[src/rtl/fir_seq_pkg.sv]
// fir_seq_pkg: shared definitions for the axis_FIR sample sequencer.
//   - State encoding (also visible on the sequencer's 2-bit state output).
//   - Default strobe-divider width.
//   - FIR_PIPE_LAT: axis_FIR register latency in strobes (data_in stage + buffer stage).
package fir_seq_pkg;

    localparam logic [1:0] ST_IDLE  = 2'd0;
    localparam logic [1:0] ST_FLUSH = 2'd1;
    localparam logic [1:0] ST_FILL  = 2'd2;
    localparam logic [1:0] ST_RUN   = 2'd3;

    localparam int unsigned DEFAULT_DIV_WIDTH = 16;
    localparam int unsigned FIR_PIPE_LAT      = 2;

    typedef enum logic [1:0] {
        StIdle  = ST_IDLE,
        StFlush = ST_FLUSH,
        StFill  = ST_FILL,
        StRun   = ST_RUN
    } fir_seq_state_e;

endpackage

[src/rtl/axis_fir_sequencer_if.sv]
// axis_fir_sequencer_if: FIR-facing stream/strobe signals of the sequencer.
//   s_valid    upstream stream valid (source -> sequencer)
//   next_dv    one-cycle FIR sample strobe
//   fir_tvalid FIR S_AXIS_tvalid
//   out_valid  FIR output is meaningful (level)
//   out_tick   pulse the cycle after each RUN-state strobe
// master: the sequencer side; slave: the surrounding logic.
interface axis_fir_sequencer_if;

    logic s_valid;
    logic next_dv;
    logic fir_tvalid;
    logic out_valid;
    logic out_tick;

    modport master (
        input  s_valid,
        output next_dv,
        output fir_tvalid,
        output out_valid,
        output out_tick
    );

    modport slave (
        output s_valid,
        input  next_dv,
        input  fir_tvalid,
        input  out_valid,
        input  out_tick
    );

endinterface

[src/rtl/fir_strobe_div.sv]
// fir_strobe_div: programmable clock divider producing the FIR sample strobe.
//   clk, reset  clock and synchronous active-high reset
//   run         next cycle is an active (non-IDLE) cycle
//   clear       restart the count at 0 on the next cycle
//   div         clocks per strobe for the next cycle (must be >= 1)
//   next_dv     registered strobe, high for the cycle in which the count is div-1
module fir_strobe_div #(
    parameter int unsigned DIV_WIDTH = 16
) (
    input  logic                 clk,
    input  logic                 reset,
    input  logic                 run,
    input  logic                 clear,
    input  logic [DIV_WIDTH-1:0] div,
    output logic                 next_dv
);

    logic [DIV_WIDTH-1:0] div_cnt_q, div_cnt_d;
    logic [DIV_WIDTH-1:0] div_last;
    logic                 next_dv_q, next_dv_d;

    // The strobe is decoded from the next count so that it lines up with the
    // count register while still coming straight out of a flop.
    always_comb begin
        div_last  = div - DIV_WIDTH'(1);
        div_cnt_d = '0;
        if (run && !clear && (div_cnt_q != div_last)) begin
            div_cnt_d = div_cnt_q + DIV_WIDTH'(1);
        end
        next_dv_d = run && (div_cnt_d == div_last);
    end

    always_ff @(posedge clk) begin
        if (reset) begin
            div_cnt_q <= '0;
            next_dv_q <= 1'b0;
        end else begin
            div_cnt_q <= div_cnt_d;
            next_dv_q <= next_dv_d;
        end
    end

    assign next_dv = next_dv_q;

endmodule

[src/rtl/axis_fir_sequencer.sv]
// axis_fir_sequencer: FLUSH/FILL/RUN sequencer for a boxcar-decimating axis_FIR.
//   a_clk, reset  clock and synchronous active-high reset
//   enable        1 runs the sequencer, 0 returns it to IDLE
//   cfg_div       clocks per FIR strobe (0 is treated as 1)
//   cfg_load      pulse: latch cfg_div and restart from FLUSH
//   fir           FIR-facing stream/strobe signals (master modport)
//   strobe_count  RUN-state strobe count, wraps
//   state         0 IDLE, 1 FLUSH, 2 FILL, 3 RUN
// All outputs are registered.
module axis_fir_sequencer
    import fir_seq_pkg::*;
#(
    parameter int unsigned FIR_DECI   = 64,
    parameter int unsigned FIR_DECI_L = 6,
    parameter int unsigned DIV_WIDTH  = DEFAULT_DIV_WIDTH,
    parameter int unsigned PIPE_LAT   = FIR_PIPE_LAT
) (
    input  logic                  a_clk,
    input  logic                  reset,
    input  logic                  enable,
    input  logic [DIV_WIDTH-1:0]  cfg_div,
    input  logic                  cfg_load,
    axis_fir_sequencer_if.master  fir,
    output logic [31:0]           strobe_count,
    output logic [1:0]            state
);

    localparam int unsigned PhW = FIR_DECI_L + 1;
    localparam logic [PhW-1:0] FlushLast = PhW'(FIR_DECI - 1);
    localparam logic [PhW-1:0] FlushDone = PhW'(FIR_DECI);
    localparam logic [PhW-1:0] FillLast  = PhW'(FIR_DECI + PIPE_LAT - 1);
    localparam logic [DIV_WIDTH-1:0] DivOne = DIV_WIDTH'(1);

    fir_seq_state_e       state_q, state_d;
    logic [PhW-1:0]       phase_q, phase_d;
    logic [DIV_WIDTH-1:0] div_q, div_d;
    logic [31:0]          strobe_count_q;
    logic                 out_tick_q, out_valid_q, fir_tvalid_q;
    logic                 restart;
    logic                 count_strobe;
    logic                 strobe;

    fir_strobe_div #(
        .DIV_WIDTH (DIV_WIDTH)
    ) u_strobe_div (
        .clk     (a_clk),
        .reset   (reset),
        .run     (state_d != StIdle),
        .clear   (restart),
        .div     (div_d),
        .next_dv (strobe)
    );

    always_comb begin
        state_d      = state_q;
        phase_d      = phase_q;
        div_d        = div_q;
        restart      = 1'b0;
        count_strobe = 1'b0;

        if (cfg_load || (state_q == StIdle && enable)) begin
            div_d = (cfg_div == '0) ? DivOne : cfg_div;
        end

        if (!enable) begin
            state_d = StIdle;
            phase_d = '0;
        end else if (state_q == StIdle) begin
            state_d = StFlush;
            restart = 1'b1;
            phase_d = '0;
        end else if (cfg_load || (!fir.s_valid && (state_q inside {StFill, StRun}))) begin
            state_d = StFlush;
            restart = 1'b1;
            phase_d = '0;
        end else begin
            unique case (state_q)
                StFlush: begin
                    // Taps are all zero once FlushDone is reached; keep
                    // strobing (uncounted) until the source has data.
                    if (phase_q == FlushDone) begin
                        if (fir.s_valid) begin
                            state_d = StFill;
                            phase_d = '0;
                        end
                    end else if (strobe) begin
                        if (phase_q == FlushLast && fir.s_valid) begin
                            state_d = StFill;
                            phase_d = '0;
                        end else begin
                            phase_d = phase_q + PhW'(1);
                        end
                    end
                end
                StFill: begin
                    if (strobe) begin
                        if (phase_q == FillLast) begin
                            state_d = StRun;
                            phase_d = '0;
                        end else begin
                            phase_d = phase_q + PhW'(1);
                        end
                    end
                end
                StRun:   count_strobe = strobe;
                default: ;
            endcase
        end
    end

    always_ff @(posedge a_clk) begin
        if (reset) begin
            state_q        <= StIdle;
            phase_q        <= '0;
            div_q          <= DivOne;
            strobe_count_q <= '0;
            out_tick_q     <= 1'b0;
            out_valid_q    <= 1'b0;
            fir_tvalid_q   <= 1'b0;
        end else begin
            state_q        <= state_d;
            phase_q        <= phase_d;
            div_q          <= div_d;
            strobe_count_q <= count_strobe ? strobe_count_q + 32'd1 : strobe_count_q;
            out_tick_q     <= count_strobe;
            out_valid_q    <= (state_d == StRun);
            fir_tvalid_q   <= (state_d inside {StFill, StRun}) && fir.s_valid;
        end
    end

    assign fir.next_dv    = strobe;
    assign fir.fir_tvalid = fir_tvalid_q;
    assign fir.out_valid  = out_valid_q;
    assign fir.out_tick   = out_tick_q;
    assign strobe_count   = strobe_count_q;
    assign state          = state_q;

endmodule

[src/flat_wrapper.sv]
// flat-port wrapper written by rule: the top's interface ports become plain ports
module axis_fir_sequencer_flat import fir_seq_pkg::*;
#(
    parameter int unsigned FIR_DECI   = 64,
    parameter int unsigned FIR_DECI_L = 6,
    parameter int unsigned DIV_WIDTH  = DEFAULT_DIV_WIDTH,
    parameter int unsigned PIPE_LAT   = FIR_PIPE_LAT
)
  (a_clk, reset, enable, cfg_div, cfg_load, strobe_count, state, fir_s_valid, fir_next_dv, fir_fir_tvalid, fir_out_valid, fir_out_tick);
  axis_fir_sequencer_if fir_i ();
  input  logic a_clk;
  input  logic reset;
  input  logic enable;
  input  logic [DIV_WIDTH-1:0] cfg_div;
  input  logic cfg_load;
  output logic [31:0] strobe_count;
  output logic [1:0] state;
  input wire logic [$bits(fir_i.s_valid)-1:0] fir_s_valid;
  output wire logic [$bits(fir_i.next_dv)-1:0] fir_next_dv;
  output wire logic [$bits(fir_i.fir_tvalid)-1:0] fir_fir_tvalid;
  output wire logic [$bits(fir_i.out_valid)-1:0] fir_out_valid;
  output wire logic [$bits(fir_i.out_tick)-1:0] fir_out_tick;
  assign fir_i.s_valid = fir_s_valid;
  assign fir_next_dv = fir_i.next_dv;
  assign fir_fir_tvalid = fir_i.fir_tvalid;
  assign fir_out_valid = fir_i.out_valid;
  assign fir_out_tick = fir_i.out_tick;
  axis_fir_sequencer #(.FIR_DECI(FIR_DECI), .FIR_DECI_L(FIR_DECI_L), .DIV_WIDTH(DIV_WIDTH), .PIPE_LAT(PIPE_LAT)) u_core (.a_clk(a_clk), .reset(reset), .enable(enable), .cfg_div(cfg_div), .cfg_load(cfg_load), .fir(fir_i), .strobe_count(strobe_count), .state(state));
endmodule
[config.mk]
export PLATFORM = sky130hd
export DESIGN_NAME = axis_fir_sequencer_flat
export DESIGN_NICKNAME = d
export VERILOG_FILES = /design/src/rtl/fir_seq_pkg.sv /design/src/rtl/axis_fir_sequencer_if.sv /design/src/rtl/fir_strobe_div.sv /design/src/rtl/axis_fir_sequencer.sv /design/src/flat_wrapper.sv
export SDC_FILE = /design/constraint.sdc
export NUM_CORES = 1
export LEC_CHECK = 0
export ABC_AREA = 1
export ABC_CLOCK_PERIOD_IN_PS = 3300
export CORE_AREA = 10 10 116 118
export CTS_CLUSTER_SIZE = 10
export DETAILED_ROUTE_END_ITERATION = 8
export DIE_AREA = 0 0 126 128
export PLACE_DENSITY_LB_ADDON = 0.2
export SLEW_MARGIN = 20
export SYNTH_ARGS = -nofsm -noshare
export SYNTH_HDL_FRONTEND = slang
export SYNTH_SLANG_ARGS = --single-unit
[constraint.sdc]
create_clock -name a_clk -period 3.3 [get_ports a_clk]
set_input_delay 0.66 -clock a_clk [delete_from_list [all_inputs] [get_ports a_clk]]
set_output_delay 0.66 -clock a_clk [all_outputs]
set_load 0.01 [all_outputs]
======== Word level (Yosys, flattened, before mapping) ========
Index checks and enable logic that the tools add are counted.
operators by class
  add/sub/neg operators ................... 4
  equal/unequal tests ..................... 13
  muxes and demuxes ....................... 27
  bitwise logic cells ..................... 1
  reductions and logical operators ........ 19
operators with widths
  kind                                                 number
  2-to-1 mux 16 bit                                    3
  2-to-1 mux 7 bit                                     6
  adder 32 x 1 -> 32 bit (second input constant)       1
  2-to-1 mux 2 bit                                     9
  adder 16 x 1 -> 16 bit (second input constant)       1
  == test 16 bit                                       1
  logical NOT 16 bit                                   1
  != test 16 bit                                       1
  subtractor 16 x 1 -> 16 bit (second input constant)  1
  == test 7 bit (second input constant)                2
  case mux 7 bit (2 select lines)                      1
  == test 2 bit (second input constant)                4
  nonzero test 2 bit                                   4
  adder 7 x 1 -> 7 bit (second input constant)         1
  == test 7 x 6 -> 1 bit (second input constant)       1
  logical AND 1 bit                                    7
  2-to-1 mux 1 bit                                     7
  case mux 2 bit (2 select lines)                      1
  AND reduction 4 bit                                  1
  OR reduction 4 bit                                   1
  != test 3 x 2 -> 1 bit (second input constant)       1
  != test 3 bit (second input constant)                1
  == test 2 x 1 -> 1 bit (second input constant)       1
  logical NOT 1 bit                                    2
  other kinds (4)                                      5
word-level totals
  register bits after elaboration ......... 77
  input port bits ......................... 21
  output and inout port bits .............. 38
  word-level logic and storage cells ...... 73

======== Logic depth before layout (Yosys ltp) ========
  word-level depth ........................ 15
  mapped depth ............................ 29
  mapped depth without buffers ............ 27

======== Cells and area by module ========
From an unflattened synthesis, not the netlist that was laid out.
unflattened totals
  cells, all modules ...................... 936
  area, all modules ....................... 5,586.6 µm²
by module, submodules not included
  module              times used  cells each  area each (µm²)  sequential area each (µm²)
  axis_fir_sequencer  1           566         3,590.9          1,201.2
  fir_strobe_div      1           370         1,995.7          340.3

======== Least setup slack after synthesis ========
OpenSTA, ideal clock, no wires.
  path type ............................... register to register
  start ................................... register u_core.state_q[0] (netlist: u_core.state[0])
  end ..................................... register u_core.u_strobe_div.next_dv_q (netlist: u_core.u_strobe_div.next_dv)
  library setup time ...................... 0.110 ns
  arrival ................................. 3.092 ns
  data required time ...................... 3.190 ns
  path slack .............................. 0.097 ns
  stages on the path, launching flop included .. 29
  path buffers ............................ 2
  period minus slack after synthesis ...... 3.203 ns
  path through ............................ dfxtp_1 -> inv_1 -> ha_1 -> nand2_4 -> nand2_4 -> or2_2 -> nand2_1 -> buf_4 -> ha_1 -> nand3_4 -> nor2_2 -> nand2_1 -> nand2_1 -> inv_1 -> nand2_1 -> nand2_1 -> nor2_1 -> nand2_1 -> nor2_2 -> nand3_4 -> buf_6 -> nand3_1 -> nand2_1 -> nand2_1 -> nor2_1 -> nand2_1 -> inv_1 -> nand2_1 -> nor2_1
between the ends
  word-level cells in the longest chain between the ends .. 13
  elaborated cells on any way between the ends .. 32
  those cells by class .................... 1 x add/sub; 5 x eq/ne; 15 x mux; 11 x reduce/logical
RTL lines
  what                                                                  line                       RTL
  start, declared                                                       axis_fir_sequencer.sv:34   fir_seq_state_e state_q, state_d;
  start signal, assigned                                                axis_fir_sequencer.sv:113  state_q <= StIdle;
  start signal, assigned                                                axis_fir_sequencer.sv:121  state_q <= state_d;
  branches (longest 12 deep; another with subtractor 16 x 1 -> 16 bit)  --
  logical AND 1 bit (*)                                                 fir_strobe_div.sv:30       next_dv_d = run && (div_cnt_d == div_last);
  end signal, assigned                                                  fir_strobe_div.sv:39       next_dv_q <= next_dv_d;
  end, declared                                                         fir_strobe_div.sv:20       logic next_dv_q, next_dv_d;
Mark *: on every way between the ends.
A chain may end at the register's enable or synchronous reset.

======== Worst setup path in the final report ========
  start ................................... input enable
  end ..................................... register u_core.u_strobe_div.next_dv_q (netlist: u_core.u_strobe_div.next_dv)
between the ends
  word-level cells in the longest chain between the ends .. 9
  elaborated cells on any way between the ends .. 14
  those cells by class .................... 1 x add/sub; 2 x eq/ne; 4 x mux; 7 x reduce/logical
RTL lines
  what                         line                      RTL
  start, declared              flat_wrapper.sv:13        input logic enable;
  logical AND 1 bit            axis_fir_sequencer.sv:61  if (cfg_load || (state_q == StIdle && enable)) begin
  logical OR 1 bit             axis_fir_sequencer.sv:61
  2-to-1 mux 16 bit            axis_fir_sequencer.sv:61
  subtractor 16 x 1 -> 16 bit  fir_strobe_div.sv:25      div_last = div - DIV_WIDTH'(1);
  != test 16 bit               fir_strobe_div.sv:27      if (run && !clear && (div_cnt_q != div_last)) begin
  logical AND 1 bit            fir_strobe_div.sv:27
  2-to-1 mux 16 bit            fir_strobe_div.sv:27
  == test 16 bit               fir_strobe_div.sv:30
  logical AND 1 bit (*)        fir_strobe_div.sv:30
Every way passes the cells marked *; elsewhere a longest branch is shown, timed or not.

==> results.sh <==
export IMPL_die_area_um2=16130
export IMPL_routedWlPerCell_um=13.20
export IMPL_overflow=0
export IMPL_port_buffers=58
export IMPL_root_buffer="clkbuf_16"
export IMPL_dp_hpwl_um=10820
export IMPL_synthCells=777
export IMPL_timing_final_ws_setup_ns=0.2092
export IMPL_synth_nets=809
export IMPL_grt_pass1_wl_um=23190
export IMPL_fp_row_count=39
export IMPL_crit_required_ns=3.58
export IMPL_yosysWarnings=0
export IMPL_min_path_cells=1
export IMPL_start_util=0.4394
export IMPL_drtIter0Drc=302
export IMPL_cp_cell_sequence="dlygate4sd2_1 > nand2_4 > nand2_4 > or2_2 > nand2_2 > ha_4 > nand3_4 > nor2_4 > buf_4 > nand2_1 > nand2_1 > nand3_1 > nand2_1 > nand3_2 > nor2_4 > nand3_4 > buf_6 > nand3_2 > nand2_1 > nand2_1 > nand2_1 > nor2_1 > nand2_1 > nor2_1"
export IMPL_hold_viol=0
export IMPL_dp_slack_ns=-0.4145
export IMPL_filler_cell_count=1058
export IMPL_slew_violations=0
export IMPL_synth_simple_area_share=0.4248
export IMPL_powerDensity_nw_per_um2=349.5
export IMPL_synth_xor_area_share=0.04440
export IMPL_grt_pass1_vias=5061
export IMPL_grt_use_total=0.1698
export IMPL_coreArea_um2=11220
export IMPL_critPathArrivalTime_ns=3.37
export IMPL_path_depth=24
export IMPL_clk_path_buf_depth=2
export IMPL_cpPeakStageDelay_ns=0.29
export IMPL_grt_max_degree=34
export IMPL_finalCriticalPeriod_ns=3.091
export IMPL_hp_class="flop to flop"
export IMPL_final_cell_mix="nand2_1, inv_1, nor2_1"
export IMPL_final_common_cell="nand2_1"
export IMPL_synth_seq_cells=77
export IMPL_skew_ns=0.008251
export IMPL_min_period_over_period=0.9366
export IMPL_end_kind="flop"
export IMPL_crit_path_start_kind="input pin"
export IMPL_critPathMaxFanout=7
export IMPL_critical_path_class="input pin to flop"
export IMPL_syn_mean_instance_area_um2=6.346
export IMPL_vias_per_cell=4.934
export IMPL_cts_sinks=77
export IMPL_drt_drc_violations_left=0
export IMPL_synth_top_family_by_area="simple AND/OR/NAND/NOR gates"
export IMPL_path_buf_inv=3
export IMPL_peakVddDrop_v=0.0002967
export IMPL_drt_total_wl_um=14280
export IMPL_finalNetCount=966
export IMPL_worst_pin_slew_ns=0.6318
export IMPL_crit_path_frequent_cell="nand2_1"
export IMPL_place_congestion=0.9205
export IMPL_synth_cell_area_um2=4931
export IMPL_tritoncts="yes"
export IMPL_clkTransAtPathRegs_ns=0.06
export IMPL_clk_latency_ns=0.34
export IMPL_ys_types=36
export IMPL_timing_slew_headroom=0.5783
export IMPL_ctsHoldBuffers=0
export IMPL_fin_cells=1082
export IMPL_crit_slowest_cell="or2_2"
export IMPL_fmax_ghz=0.3235
export IMPL_n_antenna_cell=0
export IMPL_area_delta_synth_final_pct=40.95
export IMPL_die_h_um=128
export IMPL_drtAntennaViolNets=0
export IMPL_cellLeakagePower_nw=3.158
export IMPL_h_tree_depth=3
export IMPL_antenna_found_initial=0
export IMPL_drive_gt1_frac=0.2109
export IMPL_dieWidth_um=126
export IMPL_cap_violations=0
export IMPL_top_level_ports=59
export IMPL_status="completed"
export IMPL_crit_family="simple AND/OR/NAND/NOR gates"
export IMPL_synth_compound_area_share=0.07333
export IMPL_synthAdderAreaFrac=0.02791
export IMPL_ff2ff_path_depth=25
export IMPL_place_inst=1058
export IMPL_setup_violations_final=0
export IMPL_dr_pass1_iters=5
export IMPL_muxShareOfSynthArea=0
export IMPL_ys_seq_area_frac=0.3126
export IMPL_num_vias=5339
export IMPL_cts_buffers=9
worst reg2reg max path, cell delays in order (launching register included):
cell	delay, ns
dfxtp_1	0.34
inv_2	0.07
ha_4	0.17
nand2_4	0.09
nand2_4	0.06
or2_2	0.29
nand2_2	0.10
ha_4	0.16
nand3_4	0.15
nor2_4	0.15
buf_4	0.11
nand2_1	0.05
nand2_1	0.06
nand3_1	0.06
nand2_1	0.10
nand3_2	0.10
nor2_4	0.14
nand3_4	0.15
buf_6	0.18
nand3_2	0.05
nand2_1	0.04
nand2_1	0.08
nand2_1	0.07
nor2_1	0.09
nand2_1	0.06
nor2_1	0.08
area by class of cell:
| cell class | instances | area, µm² | share of cell area |
|---|---|---|---|
| Sequential cell | 77 | 1543 | 0.2220 |
| Timing Repair Buffer | 162 | 1508 | 0.2169 |
| Multi-Input combinational cell | 557 | 2935 | 0.4223 |
| Tap cell | 143 | 178.9 | 0.02574 |
| Inverter | 127 | 476.7 | 0.06859 |
| Clock inverter | 6 | 70.07 | 0.01008 |
| Clock buffer | 10 | 239.0 | 0.03438 |
flip-flops by register name (all words and copies together) (netlist names):
| signal | cells |
|---|---|
| u_core.div_q | 16 |
| u_core.u_strobe_div.div_cnt_q | 16 |
| u_core.state | 2 |
| u_core.fir.out_tick | 1 |
| u_core.fir.out_valid | 1 |
| u_core.strobe_count | 32 |
| u_core.fir.fir_tvalid | 1 |
| u_core.u_strobe_div.next_dv | 1 |
| u_core.phase_q | 7 |
per-stage QoR:
step | total power (W) | setup TNS [ns] | hold WS [ns] | utilization | cell area, µm²
2_1_floorplan | 0.001190 | 0 | 0.4401 | - | 4931
3_3_place_gp | 0.001377 | -3.015 | 0.4567 | 0.5683 | 6379
3_5_place_dp | 0.001383 | -5.411 | 0.4639 | 0.5683 | 6379
4_1_cts | 0.002425 | 0 | 0.4781 | 0.5979 | 6710
5_1_grt | 0.002535 | -0.01303 | 0.5009 | 0.6193 | 6950
6_report | 0.002429 | 0 | 0.4757 | 0.6193 | 6950
what timing repair did:
| action | CTS | global route |
|---|---|---|
| pin swaps | 2 | 29 |
| setup endpoints to repair | 1 | 10 |
| setup buffers | 1 | 4 |
| resized for setup | 5 | 51 |
| cloned | 0 | 3 |
where the power goes:
part | total, W | leakage, nW | internal [W] | switching [W]
clock | 0.00103 | 0.153 | 0.000612 | 0.000421
sequential | 0.000949 | 0.624 | 0.000944 | 0.00000540
combinational | 0.000447 | 2.38 | 0.000201 | 0.000246
total | 0.00243 | 3.16 | 0.00176 | 0.000672
cell usage after synthesis:
library cell,n,area (µm²)
o21ba_2,1,10.01
inv_1,120,450.4
or2_2,3,18.77
ha_1,11,137.6
xor2_1,22,192.7
nor2_4,1,11.26
inv_2,7,26.28
nand2_4,2,22.52
buf_1,1,3.750
o21a_1,1,7.510
buf_2,5,25.02
o211ai_1,1,7.510
nand2_1,182,683.2
o21ai_1,6,30.03
a21boi_0,2,15.01
nand3_4,2,35.03
a21oi_1,31,155.2
or2_1,1,6.260
o21ai_2,1,8.760
nand2_2,9,56.30
nor3_1,24,120.1
clkbuf_1,5,18.77
a22oi_1,1,7.510
nor3b_1,2,15.01
dfxtp_1,77,1541
nor4_1,5,31.28
nand3_2,9,90.09
buf_4,1,7.510
nand4_1,30,187.7
nor2_2,12,75.07
nor2_1,104,390.4
xnor2_1,3,26.28
buf_6,4,45.04
nor4_4,1,21.27
o21ai_0,24,120.1
nand3_1,66,330.3
routing by layer:
layer / vias to the layer above / wire length, µm / share of wire / track usage
met5: - / 0 / 0 / 0
met4: 0 / 202 / 0.014 / 0.05626
met3: 18 / 685 / 0.048 / 0.04467
met2: 122 / 6756 / 0.47 / 0.2843
met1: 2416 / 6633 / 0.46 / 0.2069
li1: 2783 / - / - / -
worst paths after layout:
kind	end	slack (ns)	start
setup / recovery	u_core.u_strobe_div.next_dv	0.21	enable
hold / removal	u_core.u_strobe_div.div_cnt_q[0]	0.48	u_core.u_strobe_div.div_cnt_q[0]
setup reg to reg	u_core.u_strobe_div.next_dv	0.24	u_core.state[1]
hold reg to reg	u_core.u_strobe_div.div_cnt_q[0]	0.48	u_core.u_strobe_div.div_cnt_q[0]
cell families after synthesis:
logic type      count (synthesis)
buf+inv                       143
simple gates                  453
compound gates                 68
fa+ha+maj                      11
flops                          77
xor+xnor                       25
Note: power is estimated with default switching activity, not from simulation.
==> edit (same flow settings) <==
`FIR_DECI_L` is set to 6 in 2 places; all go to 7.
--- a/src/rtl/axis_fir_sequencer.sv
+++ b/src/rtl/axis_fir_sequencer.sv
@@ -11,7 +11,7 @@
     import fir_seq_pkg::*;
 #(
     parameter int unsigned FIR_DECI   = 64,
-    parameter int unsigned FIR_DECI_L = 6,
+    parameter int unsigned FIR_DECI_L = 7,
     parameter int unsigned DIV_WIDTH  = DEFAULT_DIV_WIDTH,
     parameter int unsigned PIPE_LAT   = FIR_PIPE_LAT
 ) (
--- a/src/flat_wrapper.sv
+++ b/src/flat_wrapper.sv
@@ -2,7 +2,7 @@
 module axis_fir_sequencer_flat import fir_seq_pkg::*;
 #(
     parameter int unsigned FIR_DECI   = 64,
-    parameter int unsigned FIR_DECI_L = 6,
+    parameter int unsigned FIR_DECI_L = 7,
     parameter int unsigned DIV_WIDTH  = DEFAULT_DIV_WIDTH,
     parameter int unsigned PIPE_LAT   = FIR_PIPE_LAT
 )
Check against the original RTL: no difference found for any inputs over 10 cycles, from zero or initial values and one cycle with reset high; that may be too few to reach the edited logic, so the function may still have changed.
==> edit against the original RTL <==
- synthesized area increased by 3.0%
- combinational power decreased by 4%
- hold slack improved by 17 ps
- critical path depth decreased by 4
- total power decreased by 5.1%
- wire length decreased by 2.3%
- setup slack improved by 15 ps
- via count decreased by 0.86%
- maximum frequency increased by 0.48%
- non-clock buffer count decreased by 3
- sequential cell count increased by 1
- design area decreased by 0.18%
- largest power group is now sequential cells
==> edit: results (changes against the original RTL) <==
[placed_design]
numPortBuffers = 58  ; unchanged
preCtsSetupSlack_ps = -475  ; -60.3 ps
dp_hpwl_microns = 10900  ; +0.47%
gp_congestion = 0.892  ; -3.1%
dpl_cell_area_sq_mm = 0.00649  ; +1.8%
place_inst = 1060  ; +0.19%

[global_route]
met1_usage_pct = 20.1  ; -0.63 points
grtUsageTotal_pct = 17.3  ; +0.29 points
grt_use_met3_pct = 5.33  ; +0.87 points
grt_max_degree = 41  ; +21%
use_met2_pct = 28.6  ; +0.21 points
antenna_found_initial = 2  ; +2
grt_first_pass_wirelength_microns = 23300  ; +0.42%
grt_pass1_vias = 5079  ; +0.36%

[clock_tree]
post_cts_buffers = 0  ; -1
htreeDepth = 3  ; unchanged
clk_pin_slew_ps = 60  ; about the same
clockBufferDepth = 2  ; unchanged
cts_buffers = 9  ; unchanged

[pwr]
comb-power_uw = 429  ; -4%
vdd_drop_max_uv = 346  ; +17%
power.total_uw = 2310  ; -5.1%
switching_power_uw = 631  ; -6.2%
seqPwrFrac_pct = 41.7  ; +2.6 points
power_leakage_uw = 0.00312  ; -1.3%

[yosys]
synth_seq_area_share_pct = 30.7  ; -0.53 points
syn_nets = 812  ; +0.37%
synth.area.top_cells = dfxtp_1, nand2_1, nor2_1
syn_inst = 780  ; +0.39%
synthTopCellsByCount = nand2_1, nor2_1, inv_1
ys_types = 41  ; +14%

[route]
viasPerCell = 4.90  ; -0.77%
drtIter0Drc = 367  ; +22%
wl_met2_microns = 6730  ; -0.37%
dr_wl_met3_microns = 689  ; +0.58%
top_layer = met4
met1Wirelength_microns = 6210  ; -6.4%
wl_per_cell_microns = 12.9  ; -2.2%
num_vias = 5293  ; -0.86%

[worst_setup_path]
cp_max_fo = 11  ; +4
cp-startpoint = enable
reg2reg_depth = 21  ; -16%
cp_data_arrival_time_ps = 3360  ; about the same
cp_slowest_cell = or2_2
ff2ff_setup_slack_ps = 240  ; about the same
r2r-start = u_core.state[1]

[finish]
fillers = 1018  ; -3.8%
nets = 964  ; -0.21%
final_layout_size_suffix_gt1_share_pct = 21.2  ; +0.068 points
regArea_sq_mm = 0.00156  ; +1.4%

[timing]
holdWs_ps = 493  ; +17.2 ps
slew_headroom_pct = 54.8  ; -3.0 points
max_freq_mhz = 325  ; +0.48%
fin_skew_ps = 7.21  ; -1.04 ps

[worst_hold_path]
worstHoldPathCells = 1  ; unchanged

[run_status]
status = finished clean

-- edit: changes by cell type after synthesis, moves of 5 or more --
cell	unedited run	this run
nor2_1	104	114
nor3_1	24	17
nand2_1	182	176
nand3_2	9	14
inv_1	120	109
nand2_2	9	14
-- edit: cell type report --
type | instances | area share, %
diodes | 2 | 0.0721
repair buffers | 159 | 20.9
clock buffers | 12 | 3.55
well taps | 143 | 2.58
inverters | 116 | 6.31
flip-flops and latches | 78 | 22.5
clock inverters | 3 | 0.307
multi-input cells | 568 | 43.8
-- edit: kinds of logic (layout without fill, tap and decap cells) --
family	count (synthesis)	after routing	synth area share, %
simple gates	467	467	44.0
buf+inv	134	290	10.8
flops	78	78	30.7
compound gates	62	62	6.53
xor+xnor	28	28	5.25
fa+ha+maj	11	11	2.71
other cells	0	2	0
-- edit: worst max-delay path, delay by kind of cell --
kind / cells / cell delay, ps
simple gates: 15 / 1660
xor+xnor: 1 / 240
buf+inv: 4 / 790
